$ cat config.mk
export PLATFORM = sky130hd
export DESIGN_NAME = rc4_key_search_ctrl_flat
export DESIGN_NICKNAME = d
export VERILOG_FILES = /design/src/rtl/rc4_key_search_ctrl_if.sv /design/src/rtl/rc4_key_search_ctrl.sv /design/src/flat_wrapper.sv
export SDC_FILE = /design/constraint.sdc
export NUM_CORES = 1
export LEC_CHECK = 0
export BUFFER_PORTS_ARGS = -buffer_cell sky130_fd_sc_hd__buf_2
export CORE_UTILIZATION = 53
export CTS_CLUSTER_SIZE = 25
export DETAILED_ROUTE_END_ITERATION = 8
export PLACE_DENSITY = 0.85
export SYNTH_ARGS = -nofsm -noshare
export SYNTH_HDL_FRONTEND = slang
export SYNTH_SLANG_ARGS = --single-unit
$ cat constraint.sdc
create_clock -name clk -period 3.8 [get_ports clk]
set_input_delay 0.76 -clock clk [delete_from_list [all_inputs] [get_ports clk]]
set_output_delay 0.76 -clock clk [all_outputs]
set_load 0.02 [all_outputs]
$ cat src/rtl/rc4_key_search_ctrl_if.sv
// Bundle of the start/done handshakes, the three requester S-memory ports,
// the arbitrated S-memory port and the status of the RC4 key search controller.
interface rc4_key_search_ctrl_if;
    logic        start;
    logic        init_start;
    logic        shuf_start;
    logic        dec_start;
    logic        init_done;
    logic        shuf_done;
    logic        dec_done;
    logic [7:0]  init_address;
    logic [7:0]  shuf_address;
    logic [7:0]  dec_address;
    logic [7:0]  init_data;
    logic [7:0]  shuf_data;
    logic [7:0]  dec_data;
    logic        init_wren;
    logic        shuf_wren;
    logic        dec_wren;
    logic        dec_valid;
    logic [7:0]  s_address;
    logic [7:0]  s_data;
    logic        s_wren;
    logic        sub_reset;
    logic [23:0] secret_key;
    logic        busy;
    logic        key_found;
    logic        key_exhausted;
    logic        error;
    // Current FSM state, exported for observation only.
    logic [3:0]  state;

    // Handshake: each *_start is a one-cycle pulse from the controller; the
    // matching *_done is a level held by the phase block until sub_reset, and
    // is only looked at while the controller sits in that phase's WAIT state.
    modport master (
        input  start,
        input  init_done, shuf_done, dec_done,
        input  init_address, shuf_address, dec_address,
        input  init_data, shuf_data, dec_data,
        input  init_wren, shuf_wren, dec_wren,
        input  dec_valid,
        output init_start, shuf_start, dec_start,
        output s_address, s_data, s_wren,
        output sub_reset, secret_key,
        output busy, key_found, key_exhausted, error,
        output state
    );

    modport slave (
        output start,
        output init_done, shuf_done, dec_done,
        output init_address, shuf_address, dec_address,
        output init_data, shuf_data, dec_data,
        output init_wren, shuf_wren, dec_wren,
        output dec_valid,
        input  init_start, shuf_start, dec_start,
        input  s_address, s_data, s_wren,
        input  sub_reset, secret_key,
        input  busy, key_found, key_exhausted, error,
        input  state
    );
endinterface

$ cat src/rtl/rc4_key_search_ctrl.sv
// Brute-force RC4 key search sequencer: walks secret_key from KEY_MIN to KEY_MAX,
// running init/shuffle/decrypt phases per key and arbitrating the shared S-memory.
module rc4_key_search_ctrl #(
    parameter logic [23:0] KEY_MIN = 24'h000000,
    parameter logic [23:0] KEY_MAX = 24'h3FFFFF,
    parameter logic [15:0] TIMEOUT = 16'd4095
) (
    input logic                   clk,
    input logic                   reset,
    rc4_key_search_ctrl_if.master bus
);
    typedef enum logic [3:0] {
        IDLE      = 4'd0,
        CLR       = 4'd1,
        INIT_GO   = 4'd2,
        INIT_WAIT = 4'd3,
        SHUF_GO   = 4'd4,
        SHUF_WAIT = 4'd5,
        DEC_GO    = 4'd6,
        DEC_WAIT  = 4'd7,
        CHECK     = 4'd8,
        NEXT_KEY  = 4'd9,
        FOUND     = 4'd10,
        EXHAUSTED = 4'd11,
        ERROR     = 4'd12
    } state_t;

    state_t      state;
    state_t      next;
    logic [15:0] wait_cnt;
    logic [23:0] key;
    logic        valid_q;
    logic        busy_q, found_q, exhausted_q, error_q;
    logic        init_start_q, shuf_start_q, dec_start_q, clr_q;
    logic        in_go, in_wait, phase_done, timed_out, can_start;

    assign in_go     = (state == INIT_GO) || (state == SHUF_GO) || (state == DEC_GO);
    assign in_wait   = (state == INIT_WAIT) || (state == SHUF_WAIT) || (state == DEC_WAIT);
    assign timed_out = (wait_cnt == TIMEOUT);
    assign can_start = (state == IDLE) || (state == FOUND) ||
                       (state == EXHAUSTED) || (state == ERROR);

    // Only the done flag of the phase being waited on counts; others are stale.
    always_comb begin
        phase_done = 1'b0;
        case (state)
            INIT_WAIT: phase_done = bus.init_done;
            SHUF_WAIT: phase_done = bus.shuf_done;
            DEC_WAIT:  phase_done = bus.dec_done;
            default:   phase_done = 1'b0;
        endcase
    end

    always_comb begin
        next = state;
        case (state)
            IDLE, FOUND, EXHAUSTED, ERROR: if (bus.start) next = CLR;
            CLR:       next = INIT_GO;
            INIT_GO:   next = INIT_WAIT;
            INIT_WAIT: if (phase_done) next = SHUF_GO; else if (timed_out) next = ERROR;
            SHUF_GO:   next = SHUF_WAIT;
            SHUF_WAIT: if (phase_done) next = DEC_GO;  else if (timed_out) next = ERROR;
            DEC_GO:    next = DEC_WAIT;
            DEC_WAIT:  if (phase_done) next = CHECK;   else if (timed_out) next = ERROR;
            CHECK: begin
                if (valid_q)             next = FOUND;
                else if (key == KEY_MAX) next = EXHAUSTED;
                else                     next = NEXT_KEY;
            end
            NEXT_KEY:  next = CLR;
            default:   next = IDLE;
        endcase
    end

    // Outputs are registered from the next state so they line up with state.
    always_ff @(posedge clk) begin
        if (reset) begin
            state        <= IDLE;
            key          <= KEY_MIN;
            wait_cnt     <= '0;
            valid_q      <= 1'b0;
            busy_q       <= 1'b0;
            found_q      <= 1'b0;
            exhausted_q  <= 1'b0;
            error_q      <= 1'b0;
            init_start_q <= 1'b0;
            shuf_start_q <= 1'b0;
            dec_start_q  <= 1'b0;
            clr_q        <= 1'b0;
        end else begin
            state <= next;
            if (in_go)
                wait_cnt <= '0;
            else if (in_wait && !phase_done)
                wait_cnt <= wait_cnt + 16'd1;
            if (can_start && bus.start)
                key <= KEY_MIN;
            else if (state == NEXT_KEY)
                key <= key + 24'd1;
            // dec_valid is only meaningful alongside dec_done, so capture it then.
            if (state == DEC_WAIT && bus.dec_done)
                valid_q <= bus.dec_valid;
            busy_q       <= !((next == IDLE) || (next == FOUND) ||
                              (next == EXHAUSTED) || (next == ERROR));
            found_q      <= (next == FOUND);
            exhausted_q  <= (next == EXHAUSTED);
            error_q      <= (next == ERROR);
            init_start_q <= (next == INIT_GO);
            shuf_start_q <= (next == SHUF_GO);
            dec_start_q  <= (next == DEC_GO);
            clr_q        <= (next == CLR);
        end
    end

    always_comb begin
        bus.s_address = 8'h00;
        bus.s_data    = 8'h00;
        bus.s_wren    = 1'b0;
        case (state)
            INIT_GO, INIT_WAIT: begin
                bus.s_address = bus.init_address;
                bus.s_data    = bus.init_data;
                bus.s_wren    = bus.init_wren;
            end
            SHUF_GO, SHUF_WAIT: begin
                bus.s_address = bus.shuf_address;
                bus.s_data    = bus.shuf_data;
                bus.s_wren    = bus.shuf_wren;
            end
            DEC_GO, DEC_WAIT: begin
                bus.s_address = bus.dec_address;
                bus.s_data    = bus.dec_data;
                bus.s_wren    = bus.dec_wren;
            end
            default: begin
                bus.s_address = 8'h00;
                bus.s_data    = 8'h00;
                bus.s_wren    = 1'b0;
            end
        endcase
    end

    assign bus.sub_reset     = reset | clr_q;
    assign bus.init_start    = init_start_q;
    assign bus.shuf_start    = shuf_start_q;
    assign bus.dec_start     = dec_start_q;
    assign bus.secret_key    = key;
    assign bus.busy          = busy_q;
    assign bus.key_found     = found_q;
    assign bus.key_exhausted = exhausted_q;
    assign bus.error         = error_q;
    assign bus.state         = state;
endmodule
$ cat src/flat_wrapper.sv
// flat-port wrapper written by rule: the top's interface ports become plain ports
module rc4_key_search_ctrl_flat 
#(
    parameter logic [23:0] KEY_MIN = 24'h000000,
    parameter logic [23:0] KEY_MAX = 24'h3FFFFF,
    parameter logic [15:0] TIMEOUT = 16'd4095
)
  (clk, reset, bus_start, bus_init_done, bus_shuf_done, bus_dec_done, bus_init_address, bus_shuf_address, bus_dec_address, bus_init_data, bus_shuf_data, bus_dec_data, bus_init_wren, bus_shuf_wren, bus_dec_wren, bus_dec_valid, bus_init_start, bus_shuf_start, bus_dec_start, bus_s_address, bus_s_data, bus_s_wren, bus_sub_reset, bus_secret_key, bus_busy, bus_key_found, bus_key_exhausted, bus_error, bus_state);
  rc4_key_search_ctrl_if bus_i ();
  input logic clk;
  input logic reset;
  input wire logic [$bits(bus_i.start)-1:0] bus_start;
  input wire logic [$bits(bus_i.init_done)-1:0] bus_init_done;
  input wire logic [$bits(bus_i.shuf_done)-1:0] bus_shuf_done;
  input wire logic [$bits(bus_i.dec_done)-1:0] bus_dec_done;
  input wire logic [$bits(bus_i.init_address)-1:0] bus_init_address;
  input wire logic [$bits(bus_i.shuf_address)-1:0] bus_shuf_address;
  input wire logic [$bits(bus_i.dec_address)-1:0] bus_dec_address;
  input wire logic [$bits(bus_i.init_data)-1:0] bus_init_data;
  input wire logic [$bits(bus_i.shuf_data)-1:0] bus_shuf_data;
  input wire logic [$bits(bus_i.dec_data)-1:0] bus_dec_data;
  input wire logic [$bits(bus_i.init_wren)-1:0] bus_init_wren;
  input wire logic [$bits(bus_i.shuf_wren)-1:0] bus_shuf_wren;
  input wire logic [$bits(bus_i.dec_wren)-1:0] bus_dec_wren;
  input wire logic [$bits(bus_i.dec_valid)-1:0] bus_dec_valid;
  output wire logic [$bits(bus_i.init_start)-1:0] bus_init_start;
  output wire logic [$bits(bus_i.shuf_start)-1:0] bus_shuf_start;
  output wire logic [$bits(bus_i.dec_start)-1:0] bus_dec_start;
  output wire logic [$bits(bus_i.s_address)-1:0] bus_s_address;
  output wire logic [$bits(bus_i.s_data)-1:0] bus_s_data;
  output wire logic [$bits(bus_i.s_wren)-1:0] bus_s_wren;
  output wire logic [$bits(bus_i.sub_reset)-1:0] bus_sub_reset;
  output wire logic [$bits(bus_i.secret_key)-1:0] bus_secret_key;
  output wire logic [$bits(bus_i.busy)-1:0] bus_busy;
  output wire logic [$bits(bus_i.key_found)-1:0] bus_key_found;
  output wire logic [$bits(bus_i.key_exhausted)-1:0] bus_key_exhausted;
  output wire logic [$bits(bus_i.error)-1:0] bus_error;
  output wire logic [$bits(bus_i.state)-1:0] bus_state;
  assign bus_i.start = bus_start;
  assign bus_i.init_done = bus_init_done;
  assign bus_i.shuf_done = bus_shuf_done;
  assign bus_i.dec_done = bus_dec_done;
  assign bus_i.init_address = bus_init_address;
  assign bus_i.shuf_address = bus_shuf_address;
  assign bus_i.dec_address = bus_dec_address;
  assign bus_i.init_data = bus_init_data;
  assign bus_i.shuf_data = bus_shuf_data;
  assign bus_i.dec_data = bus_dec_data;
  assign bus_i.init_wren = bus_init_wren;
  assign bus_i.shuf_wren = bus_shuf_wren;
  assign bus_i.dec_wren = bus_dec_wren;
  assign bus_i.dec_valid = bus_dec_valid;
  assign bus_init_start = bus_i.init_start;
  assign bus_shuf_start = bus_i.shuf_start;
  assign bus_dec_start = bus_i.dec_start;
  assign bus_s_address = bus_i.s_address;
  assign bus_s_data = bus_i.s_data;
  assign bus_s_wren = bus_i.s_wren;
  assign bus_sub_reset = bus_i.sub_reset;
  assign bus_secret_key = bus_i.secret_key;
  assign bus_busy = bus_i.busy;
  assign bus_key_found = bus_i.key_found;
  assign bus_key_exhausted = bus_i.key_exhausted;
  assign bus_error = bus_i.error;
  assign bus_state = bus_i.state;
  rc4_key_search_ctrl #(.KEY_MIN(KEY_MIN), .KEY_MAX(KEY_MAX), .TIMEOUT(TIMEOUT)) u_core (.clk(clk), .reset(reset), .bus(bus_i));
endmodule
[After elaboration in Yosys (flattened, before gate mapping)]
Cells that the tools add are included.
Word-level totals
  register bits: 53
  bits in latches: 0
  memory bits (writable): 0
  memory bits (read-only): 0
  input port bits: 58
  output and inout port bits: 53
  logic and storage cells: 71
  memories: 0
Operators by class
  add/subtract/negate cells: 2
  multipliers: 0
  divide/modulo/power cells: 0
  magnitude comparators: 0
  equality and inequality tests: 21
  shift operators: 0
  muxes and demuxes: 12
  bitwise logic cells: 1
  reduce and logical (&&, ||, !) cells: 23
Operators with widths (number)
  $pmux 8 s3: 2
  $pmux 4 s10: 1
  $eq 4x4->1 const B: 8
  $add 24x1->24 const B: 1
  $eq 24x22->1 const B: 1
  $eq 4x3->1 const B: 6
  $mux 4: 6
  $add 16x1->16 const B: 1
  $eq 16x12->1 const B: 1
  $eq 4x2->1 const B: 3
  $logic_or 1x1->1: 10
  $reduce_or 2->1: 5
  $eq 4x1->1 const B: 2
  $logic_not 4->1: 2
  $pmux 1 s3: 2
  $reduce_or 4->1: 1
  $logic_and 1x1->1: 3
  $logic_not 1->1: 2
  $mux 2: 1
  $or 1x1->1: 1

[Longest topological paths before layout]
Gate-level depths: netlist of the first run.
  word-level depth: 9
  mapped depth: 8
  mapped depth without buffers: 8

[Least setup slack after synthesis of the first run]
No wires, ideal clock.
  path type: flip-flop to output port
  start point: reg u_core.state[2] (netlist: u_core.bus.state[2])
  end point: out bus_s_address[0]
  arrival: 1818 ps
  required time: 3040 ps
  setup slack: 1222 ps
  stages on the path, launching flop included: 8
  path buffers: 3
  path through: dfxtp_1 -> buf_2 -> buf_2 -> buf_2 -> mux2i_1 -> nor2_1 -> a21oi_1 -> nor2_1
On the way
  word-level cells in the longest chain between the ends: 3
  elaborated cells between the ends (all ways): 10
  those cells by class: 6 x eq/ne; 1 x mux; 3 x reduce/logical
RTL lines
  from (decl): line rc4_key_search_ctrl.sv:28  | state_t state;
  from (signal assigned): line rc4_key_search_ctrl.sv:91  | state <= next;
  $eq 4x3->1 / $eq 4x2->1 (equally long branches): line rc4_key_search_ctrl.sv:119  | case (state)
  $reduce_or 2->1: line rc4_key_search_ctrl.sv:119
  $pmux 8 s3 *: line rc4_key_search_ctrl.sv:119
  to (decl): line flat_wrapper.sv:29  | output wire logic [$bits(bus_i.s_address)-1:0] bus_s_address;
Every way passes the cells marked *; elsewhere a longest branch is shown, timed or not.

[Worst setup path after layout of the first run]
  start point: reg u_core.state[1] (netlist: u_core.bus.state[1])
  end point: out bus_s_wren
On the way
  word-level cells in the longest chain between the ends: 3
  elaborated cells between the ends (all ways): 10
  those cells by class: 6 x eq/ne; 1 x mux; 3 x reduce/logical
RTL lines
  $eq 4x3->1 / $eq 4x2->1 (equally long branches): line rc4_key_search_ctrl.sv:119
  $reduce_or 2->1: line rc4_key_search_ctrl.sv:119
  $pmux 1 s3 *: line rc4_key_search_ctrl.sv:119
  to (decl): line flat_wrapper.sv:31  | output wire logic [$bits(bus_i.s_wren)-1:0] bus_s_wren;
Marked as above.

==> impl_results.md, run 1 <==
* Worst relative slew slack at 33.6%
* Die area at 5910 µm²
* Detailed Place HPWL at 5240 µm
* CP Class: reg -> out
* Final #Nets at 529
* DP Area at 3550 µm²
* Post-synthesis cell count at 368
* Io pins at 111
* Largest net degree at the start of global routing at 36
* Post-route DRC at 0
* Combinational family with the most area after synthesis: simple AND/OR/NAND/NOR gates
* Final period utilization at 73.2%
* RSZ-0062 raised after global routing: no
* Syn Nets at 428
* Crit path DAT at 2020 ps
* Asr flop ratio synth at 0%
* Final ANT Viol Nets at 0
* Number of vias per cell at 5.28
* Filler Cell Count at 429
* First-pass GRT wire length at 11,400 µm
* Run status: completed
* Worst Setup End Kind: primary output
* Startpoint Class: flop
* Final Total Pwr at 1.05 mW
* Post-synthesis adder-cell area fraction at 0.842%
* Final hold vios at 0
* Setup tns final at 0 ps
* CTS tree: yes
* CP Max Fanout at 20
* CTS Buf Count at 5
* Clock Skew at 6.48 ps
* Routed length per instance at 12.8 µm
* Mapped Area at 2970 µm²
* CTS Hold Bufs at 0
* Vias at 2,850
* Final Wtd Congestion at 0.841
* Vias in the first global route at 2,606
* Crit-path max cell delay at 700 ps
* Peak VDD IR at 141 µV
* Die height at 76.9 µm
* Largest cells by area after synthesis: dfxtp_1, nor2_1, mux2i_1, xor2_1, a21oi_1
* Layout cells sized above 1 at 28.9%
* Area added between synthesis and finish at 23.4%
* Clk Latency, worst-skew pair at 310 ps
* Post-synth top area share at 35.7%
* H-tree levels at 2
* CTS clock-pin slew for the worst setup and hold paths at 90 ps
* IO buf count at 110
* Drt total wl at 6920 µm
* Initial Util at 56.8%
* Fmax at 360 MHz
* FP Rows at 26
* Synth Register Bits at 53
* Ys flop type: dfxtp_1
* Final worst path period need at 2780 ps
* Yosys warning count at 0
* Type of the most critical hold path: reg -> reg
* Final setup vio count at 0
* Final Max Tran Viols at 0
* Dpl ws at 1140 ps
* Synthesized area per cell at 8.08 µm²
* Clock root cell: clkbuf_8
* Mux cell area share after synthesis at 7.79%
* Slew @ Worst Pin at 995 ps
* Required time of the critical path at 3040 ps
* Critical Path Slowest Stage Cell: and2b_1
* Synth Area in XOR/XNOR at 10.6%
* Worst path cell trace: and2b_1, a21oi_1, nor2_1, buf_2
* Synth Area in Simple Gates at 29.3%
* EDFF count, synth at 0
* Cell taking the most area after synthesis: dfxtp_1
* Pwr dens at 285 nW/µm²
* Register area share after synthesis at 35.7%
* Iteration-0 DRC Markers at 94
* Initial antenna violation count at 0
* Total global-route track usage at 24.0%
* Final worst slack at 1020 ps
* Reg2Reg Setup Slack at 1060 ps
* Longest Clk Path Bufs at 2
* Leakage dissipation at 1.65 nW
* Grt ovf at 0
* Resize count post-CTS at 0
* Core region area at 5240 µm²
* Post-CTS Setup Inserts at 0
* Drt first pass iters at 4
* Clk sink count at 53
* Die width at 76.9 µm
* Complex-gate fraction of the synthesized area at 11.9%
* Inserted Diodes at 0
* Final Cell Area at 3670 µm²
* Distinct cells, synth at 50
* Max-cap violations at 0
-- sequential cells by signal (all words and copies together), names as in the netlist --
name and cells:
u_core.bus.secret_key 24, u_core.wait_cnt 16, u_core.bus.state 4, u_core.bus.busy 1, u_core.bus.dec_start 1, u_core.bus.error 1, u_core.bus.init_start 1, u_core.bus.key_exhausted 1
u_core.bus.key_found 1, u_core.bus.shuf_start 1, u_core.clr_q 1, u_core.valid_q 1
-- logic make-up (layout without fill, tap and decap cells) --
kind of cell	after synthesis	count (layout)
flip-flops	53	53
AND/OR/NAND/NOR	179	179
multiplexers	23	23
AO/OA/AOI/OAI	47	47
XOR/XNOR	36	36
adder cells (fa/ha/maj)	2	2
buffers and inverters	28	130
-- worst max-delay path, delay by kind of cell (launching register included) --
| kind | cells | cell delay [ps] |
|---|---|---|
| DFF | 1 | 490 |
| buffers and inverters | 1 | 210 |
| and+or+nand+nor | 2 | 860 |
| AOI/OAI and AO/OA | 1 | 150 |
-- cells in the mapped netlist (2+ instances only) --
| library cell | count |
|---|---|
| clkbuf_1 | 9 |
| or3_1 | 6 |
| buf_2 | 8 |
| nand4_1 | 7 |
| inv_1 | 9 |
| and4_1 | 2 |
| nand2_1 | 25 |
| nand2b_1 | 3 |
| xnor2_1 | 12 |
| a221o_1 | 2 |
| nor2_1 | 83 |
| ha_1 | 2 |
| nand3_1 | 16 |
| and3_1 | 9 |
| nor3_1 | 10 |
| nor2b_1 | 4 |
| and2b_1 | 2 |
| dfxtp_1 | 53 |
| mux2i_1 | 22 |
| o21ai_0 | 7 |
| a21oi_1 | 25 |
| xor2_1 | 24 |
-- power by group --
| group | internal (mW) | switching (mW) | leakage [nW] | total (mW) |
|---|---|---|---|---|
| clock network | 0.215 | 0.177 | 0.0585 | 0.392 |
| logic | 0.0430 | 0.0486 | 1.16 | 0.0916 |
| registers | 0.557 | 0.00397 | 0.427 | 0.561 |
-- routing by layer --
metal | global-route usage, % | routed length [µm] | vias to the layer above
li1 | - | - | 1448
met1 | 26.6 | 2810 | 1283
met2 | 45.6 | 3600 | 109
met3 | 3.69 | 391 | 10
met4 | 8.46 | 124 | 0
met5 | 0 | 0 | -
-- path summary, 6_finish.rpt --
path,from,end,cells after the start
max reg2reg,u_core.bus.state[3]$_SDFF_PP0_,u_core.bus.secret_key[19]$_SDFFE_PP0P_,8
min reg2reg,u_core.wait_cnt[10]$_SDFFE_PP0P_,u_core.wait_cnt[10]$_SDFFE_PP0P_,2
min,u_core.wait_cnt[10]$_SDFFE_PP0P_,u_core.wait_cnt[10]$_SDFFE_PP0P_,2
max,u_core.bus.state[1]$_SDFF_PP0_,bus_s_wren,4
-- per-stage QoR --
step	hold slack [ps]	std cells	utilization [%]
after detailed placement	496	532	67.8
after CTS	513	540	70.0
after global placement	481	532	67.8
after global routing	564	540	70.0
after floorplan	471	368	-
final	515	540	70.0
-- cells in the final DEF (no fill, tap or decap), drive strengths merged, types with 2 or more instances in the layout --
master and instances:
nand4 7, nand2 26, o21ai 8, xor2 24
and3 9, a221o 2, nor2 84, nor3b 2
nor2b 4, dfxtp 53, clkbuf 7, nor3 10
o31a 2, and2b 2, ha 2, buf 113
and4 2, nand3 17, inv 9, or3 6
a21oi 26, nor4 2, nand2b 4, xnor2 12
mux2i 22
-- layout make-up --
type	instances	area, µm²	share of cell area [%]
Sequential cell	53	1060	28.9
Clock buffer	7	86.3	2.35
Inverter	9	33.8	0.921
Multi-Input combinational cell	287	1800	49.0
Clock inverter	1	30.0	0.819
Tap cell	70	87.6	2.39
Timing Repair Buffer	113	573	15.6
No activity file was read; power rests on OpenSTA's default activity.
==> inputs of run 2 (changes only) <==
--- a/config.mk
+++ b/config.mk
@@ -5,11 +5,12 @@
 export SDC_FILE = /design/constraint.sdc
 export NUM_CORES = 1
 export LEC_CHECK = 0
+export ABC_AREA = 1
 export BUFFER_PORTS_ARGS = -buffer_cell sky130_fd_sc_hd__buf_2
-export CORE_UTILIZATION = 53
+export CORE_UTILIZATION = 50
 export CTS_CLUSTER_SIZE = 25
 export DETAILED_ROUTE_END_ITERATION = 8
-export PLACE_DENSITY = 0.85
+export PLACE_DENSITY = 0.8
 export SYNTH_ARGS = -nofsm -noshare
 export SYNTH_HDL_FRONTEND = slang
 export SYNTH_SLANG_ARGS = --single-unit
==> constraint.sdc (replaced) <==
create_clock -name clk -period 2.9 [get_ports clk]
set_input_delay 0.58 -clock clk [delete_from_list [all_inputs] [get_ports clk]]
set_output_delay 0.58 -clock clk [all_outputs]
set_load 0.02 [all_outputs]
==> run 2 against run 1 <==
  * Cell count up 23%
  * Die area up 9.5%
  * Area after synthesis up 3.6%
  * Sequential power up 37%
  * Wire length up 11%
  * Worst hold slack worse by 42 ps
  * Combinational power rose to 3.8 times the previous value
  * Register-to-register slack worse by 300 ps
  * Critical path depth up 1
  * Non-clock buffer count down 2
  * Core utilization down 5.9 points
  * Critical path type unchanged
==> impl_results.md, run 2 <==
* Run status: completed
* Commonest non-fill, non-tap cells in the layout: nand2_1, buf_2, nor2_1, dfxtp_1, inv_1
* Critical Path Slowest Stage Cell: nor2_2
* Cell taking the most area after synthesis: dfxtp_1
* Grt met2 use at 44.2%
* Area added between synthesis and finish at 23.3%
* Mapped Area at 3080 µm²
* Synth cell count leaders: nand2_1, nor2_1, dfxtp_1
* Top delay family on crit path: simple AND/OR/NAND/NOR gates
* Initial Util at 52.0%
* Leakage dissipation at 1.82 nW
* Worst relative slew slack at 58.0%
* Met1 GRT Util at 28.8%
* Number of vias per cell at 5.11
* Die area at 6480 µm²
* CP Max Fanout at 17
* Peak VDD IR at 195 µV
* Slew @ Worst Pin at 629 ps
* Post-synthesis cell count at 480
* GRT busiest layer: met2
* Max FFs per register at 24
* Clk Latency, worst-skew pair at 300 ps
* DP Area at 3680 µm²
* Final Wtd Congestion at 0.996
* Required time of the critical path at 2320 ps
* Clk sink count at 53
* Drt total wl at 7710 µm
* Inserted Diodes at 0
* Util after Layout at 64.1%
* First-pass GRT wire length at 12,600 µm
* CP Class: reg -> out
* Crit-path max cell delay at 540 ps
* FP Rows at 28
* Count leader, synth: nand2_1
* Post-synth top area share at 34.5%
* Yosys warning count at 0
* Register area share after synthesis at 34.5%
* Final ANT Viol Nets at 0
* Ys flop type: dfxtp_1
* Startpoint Class: flop
* Detailed Place HPWL at 6030 µm
* H-tree levels at 2
* Core region area at 5920 µm²
* Grt ovf at 0
* Die width at 80.5 µm
* Io pins at 111
* Vias in the first global route at 3,026
* Final Max Tran Viols at 0
* Layout cells sized above 1 at 25.0%
* Final Cell Area at 3800 µm²
* Vias at 3,403
* Asr flop ratio synth at 0%
* Clock root cell: clkbuf_8
* CTS tree: yes
* Worst Setup End Kind: primary output
* Placed Cells incl. Taps at 658
* Max-cap violations at 0
* CTS clock-pin slew for the worst setup and hold paths at 90 ps
* Type of the most critical hold path: reg -> reg
* Synthesized area per cell at 6.42 µm²
* Final #Nets at 650
* Final setup vio count at 0
* Critical path buffers and inverters at 2
* Initial antenna violation count at 0
* Clock Skew at 5.57 ps
* Largest cells by area after synthesis: dfxtp_1, nand2_1, nor2_1, nand3_1, inv_1
* Final hold vios at 0
* Synth Register Bits at 53
* Longest Clk Path Bufs at 2
* Die height at 80.5 µm
* IO buf count at 110
* Crit path DAT at 1960 ps
* Final worst path period need at 2540 ps
* EDFF count, synth at 0
* Post-route DRC at 0
* Iteration-0 DRC Markers at 103
* Total global-route track usage at 24.2%
* Routed length per instance at 11.6 µm
* Commonest non-fill, non-tap cell in the layout: nand2_1
* RSZ-0062 raised after global routing: no
* Fmax at 393 MHz
* Distinct cells, synth at 34
* Layout Cells excl Fill at 666
* Setup tns final at 0 ps
* Final period utilization at 87.7%
* Syn Nets at 540
* Largest net degree at the start of global routing at 21
* Worst path cell trace: clkinv_2, nor2_2, nand2_1, nand3_1, buf_2
* CTS Buf Count at 5
* Drt first pass iters at 4
* Pwr dens at 427 nW/µm²
* Met3 usage at 4.09%
-- run 2: cell count changes in the layout (fill, tap and decap cells not counted), moves of 6 or more --
cell	change
nand3_1	+25
mux2i_1	-22
nor3_1	+7
nor2_1	-24
o21ai_1	+7
inv_1	+41
nand2_1	+117
xor2_1	-12
xnor2_1	-8
or3_1	-6
and3_1	-7
-- run 2: where the power goes --
group          total (mW)  internal [mW]  switching [mW]
Sequential          0.766          0.746          0.0201
Clock               0.506          0.260           0.247
Combinational       0.347          0.116           0.232
Total                1.62           1.12           0.499
-- run 2: area by class of cell --
type,instances,area (µm²)
clock buffers,6,72.6
clock inverters,2,38.8
fillers,561,2120
inverters,57,218
multi-input cells,362,1760
flip-flops and latches,53,1060
well taps,75,93.8
repair buffers,111,558
-- run 2: tightest hold or removal path, stage by stage, from the launching register on --
cell and delay [ps]:
dfxtp_1 330, inv_1 50, a21oi_1 50
-- run 2: worst paths after layout --
path	endpoint	slack (ps)	startpoint	cells after the start
setup / recovery	bus_s_address[1]	360	u_core.bus.state[1]$_SDFF_PP0_	5
hold / removal	u_core.wait_cnt[4]$_SDFFE_PP0P_	470	u_core.wait_cnt[4]$_SDFFE_PP0P_	2
setup reg to reg	u_core.wait_cnt[12]$_SDFFE_PP0P_	760	u_core.bus.state[1]$_SDFF_PP0_	12
hold reg to reg	u_core.wait_cnt[4]$_SDFFE_PP0P_	470	u_core.wait_cnt[4]$_SDFFE_PP0P_	2
-- run 2: metrics by stage --
stage / hold slack (ps) / setup slack [ps] / total power, mW
floorplan: 434 / 768 / 1.01
global placement: 444 / 511 / 1.12
detailed placement: 460 / 468 / 1.12
CTS: 475 / 127 / 1.63
global route: 491 / 181 / 1.70
finish: 473 / 357 / 1.62
-- run 2: cell families after synthesis --
kind of cell,count (synthesis),synth area share (%)
AND/OR/NAND/NOR,302,44.3
XOR/XNOR,16,4.55
adder cells (fa/ha/maj),2,0.813
flip-flops,53,34.5
AO/OA/AOI/OAI,42,7.15
buffers and inverters,65,8.70
-- run 2: routing by layer --
layer,wire (µm),up-vias
met2,3840,116
met4,59,0
met3,427,8
met1,3390,1522
li1,-,1757
met5,0,-
-- run 2: timing repair --
item,4_1_cts,5_1_grt
endpoints found under the setup margin,0,17
gates resized for setup,0,2
hold buffers,0,0
hold endpoints to repair,0,0
setup buffers,0,0
==> inputs of run 3 (changes only) <==
--- a/config.mk
+++ b/config.mk
@@ -5,12 +5,11 @@
 export SDC_FILE = /design/constraint.sdc
 export NUM_CORES = 1
 export LEC_CHECK = 0
-export ABC_AREA = 1
 export BUFFER_PORTS_ARGS = -buffer_cell sky130_fd_sc_hd__buf_2
 export CORE_UTILIZATION = 50
 export CTS_CLUSTER_SIZE = 25
 export DETAILED_ROUTE_END_ITERATION = 8
-export PLACE_DENSITY = 0.8
+export PLACE_DENSITY = 0.81
 export SYNTH_ARGS = -nofsm -noshare
 export SYNTH_HDL_FRONTEND = slang
 export SYNTH_SLANG_ARGS = --single-unit
==> run 3 against run 2 <==
  * Worst hold slack improved by 29 ps
  * Clock skew shrank 2.9 ps
  * Die area down 3.4%
==> impl_results.md, run 3 (synthesis results as in run 1) <==
* Run status: completed
* Initial antenna violation count at 0
* Grt ovf at 0
* Slew @ Worst Pin at 595 ps
* Largest net degree at the start of global routing at 25
* Startpoint Class: flop
* Worst Setup End Kind: primary output
* CTS Buf Count at 5
* Dpl ws at 566 ps
* Filler Cell Count at 499
* RSZ-0062 raised after global routing: no
* FP Rows at 27
* Layout Cells excl Fill at 545
* Post-route DRC at 0
* Final #Nets at 532
* CTS clock-pin slew for the worst setup and hold paths at 90 ps
* Routed length per instance at 13.1 µm
* Hold path start: u_core.bus.secret_key[10]$_SDFFE_PP0P_
* Leakage dissipation at 1.66 nW
* Final Total Pwr at 1.37 mW
* Crit-path max cell delay at 610 ps
* Inserted Diodes at 0
* Hold Path End: u_core.bus.secret_key[10]$_SDFFE_PP0P_
* Placed Cells incl. Taps at 537
* Crit path DAT at 2070 ps
* H-tree levels at 2
* Iteration-0 DRC Markers at 99
* Final hold vios at 0
* Pwr dens at 372 nW/µm²
* Peak VDD IR at 195 µV
* Critical Path Slowest Stage Cell: dfxtp_1
* CTS tree: yes
* Worst path cell trace: buf_4, mux2i_1, nor2_1, a21oi_1, nor2_1, buf_2
* Final Wtd Congestion at 0.817
* Die area at 6260 µm²
* Final ANT Viol Nets at 0
* Final hold slack at 502 ps
* Longest Clk Path Bufs at 2
* Commonest non-fill, non-tap cell in the layout: buf_2
* Clock Skew at 2.68 ps
* Reg2Reg Setup Slack at 660 ps
* Final Cell Area at 3690 µm²
* CTS Hold Bufs at 0
* Max FFs per register at 24
* Fmax at 377 MHz
* Layout cells sized above 1 at 29.4%
* DP Area at 3580 µm²
* Path depth of the worst reg2reg path at 8
* Total global-route track usage at 23.6%
* Type of the most critical hold path: reg -> reg
* Io pins at 111
* Final worst path period need at 2650 ps
* Commonest non-fill, non-tap cells in the layout: buf_2, nor2_1, dfxtp_1, a21oi_1, nand2_1
* Required time of the critical path at 2320 ps
* First-pass GRT wire length at 11,700 µm
* Final setup vio count at 0
* Clock root cell: clkbuf_8
* Vias at 2,909
* Drt total wl at 7130 µm
* Final Max Tran Viols at 0
* Max-cap violations at 0
* Drt first pass iters at 4
* Vias in the first global route at 2,690
* Clk Latency, worst-skew pair at 300 ps
* Resize count post-CTS at 0
* Core region area at 5610 µm²
* Most frequent CP cell: nor2_1
* Detailed Place HPWL at 5490 µm
* Worst r2r dst: u_core.bus.secret_key[19]$_SDFFE_PP0P_
* Initial Util at 53.0%
* Area added between synthesis and finish at 24.2%
* Setup tns final at 0 ps
* Util after Layout at 65.8%
* Worst hold path depth at 2
* Die height at 79.1 µm
* CP Max Fanout at 23
* Worst relative slew slack at 60.3%
* RR Startpoint: u_core.bus.state[3]$_SDFF_PP0_
* IO buf count at 110
* Post-CTS Setup Inserts at 0
* CP Class: reg -> out
* Number of vias per cell at 5.34
* Final period utilization at 91.4%
* Final worst slack at 251 ps
* Die width at 79.1 µm
* Clk sink count at 53
run 3: changes by cell type in the layout (fill, tap and decap cells not counted), sizes merged, moves of 6 or more:
cell	change
and3	+7
inv	-47
mux2i	+22
nand2	-121
nand3	-28
nor2	+15
nor3	-9
o21ai	-8
or3	+6
xnor2	+8
xor2	+12
run 3: critical path, delay by kind of cell (launching register included):
kind | cells | cell delay [ps]
AND/OR/NAND/NOR | 2 | 120
buffers and inverters | 2 | 570
flip-flops | 1 | 610
multiplexers | 1 | 320
AO/OA/AOI/OAI | 1 | 140
run 3: how the worst max path moves through the flow:
stage | start | endpoint | slack (ps)
finish | u_core.bus.state[2]$_SDFF_PP0_ | bus_s_address[0] | 250
global route | u_core.bus.state[2]$_SDFF_PP0_ | bus_s_address[0] | 90
CTS | u_core.bus.state[2]$_SDFF_PP0_ | bus_s_address[0] | 220
detailed placement | u_core.bus.state[2]$_SDFF_PP0_ | bus_s_address[0] | 570
global placement | u_core.bus.state[2]$_SDFF_PP0_ | bus_s_address[0] | 610
floorplan | u_core.bus.state[2]$_SDFF_PP0_ | bus_s_address[0] | 500
run 3: area by class of cell:
| type | instances | area [µm²] | area share (%) |
|---|---|---|---|
| multi-input combinational | 287 | 1800 | 48.6 |
| sequential | 53 | 1060 | 28.7 |
| timing repair buffer | 116 | 596 | 16.1 |
| tap | 72 | 90.1 | 2.44 |
| clock buffer | 7 | 86.3 | 2.34 |
| inverter | 9 | 33.8 | 0.915 |
| clock inverter | 1 | 30.0 | 0.813 |
run 3: report_power, final:
part | switching (mW) | total, mW | internal, mW | leakage (nW)
Sequential | 0.00516 | 0.736 | 0.731 | 0.427
Combinational | 0.0638 | 0.122 | 0.0577 | 1.18
Clock | 0.235 | 0.516 | 0.282 | 0.0585
Total | 0.304 | 1.37 | 1.07 | 1.66
run 3: layer usage:
| metal | track usage [%] | vias to the layer above | wire length [µm] |
|---|---|---|---|
| met1 | 25.5 | 1338 | 2860 |
| met5 | 0 | - | 0 |
| met2 | 45.6 | 105 | 3740 |
| met4 | 7.27 | 0 | 107 |
| li1 | - | 1457 | - |
| met3 | 4.37 | 9 | 421 |
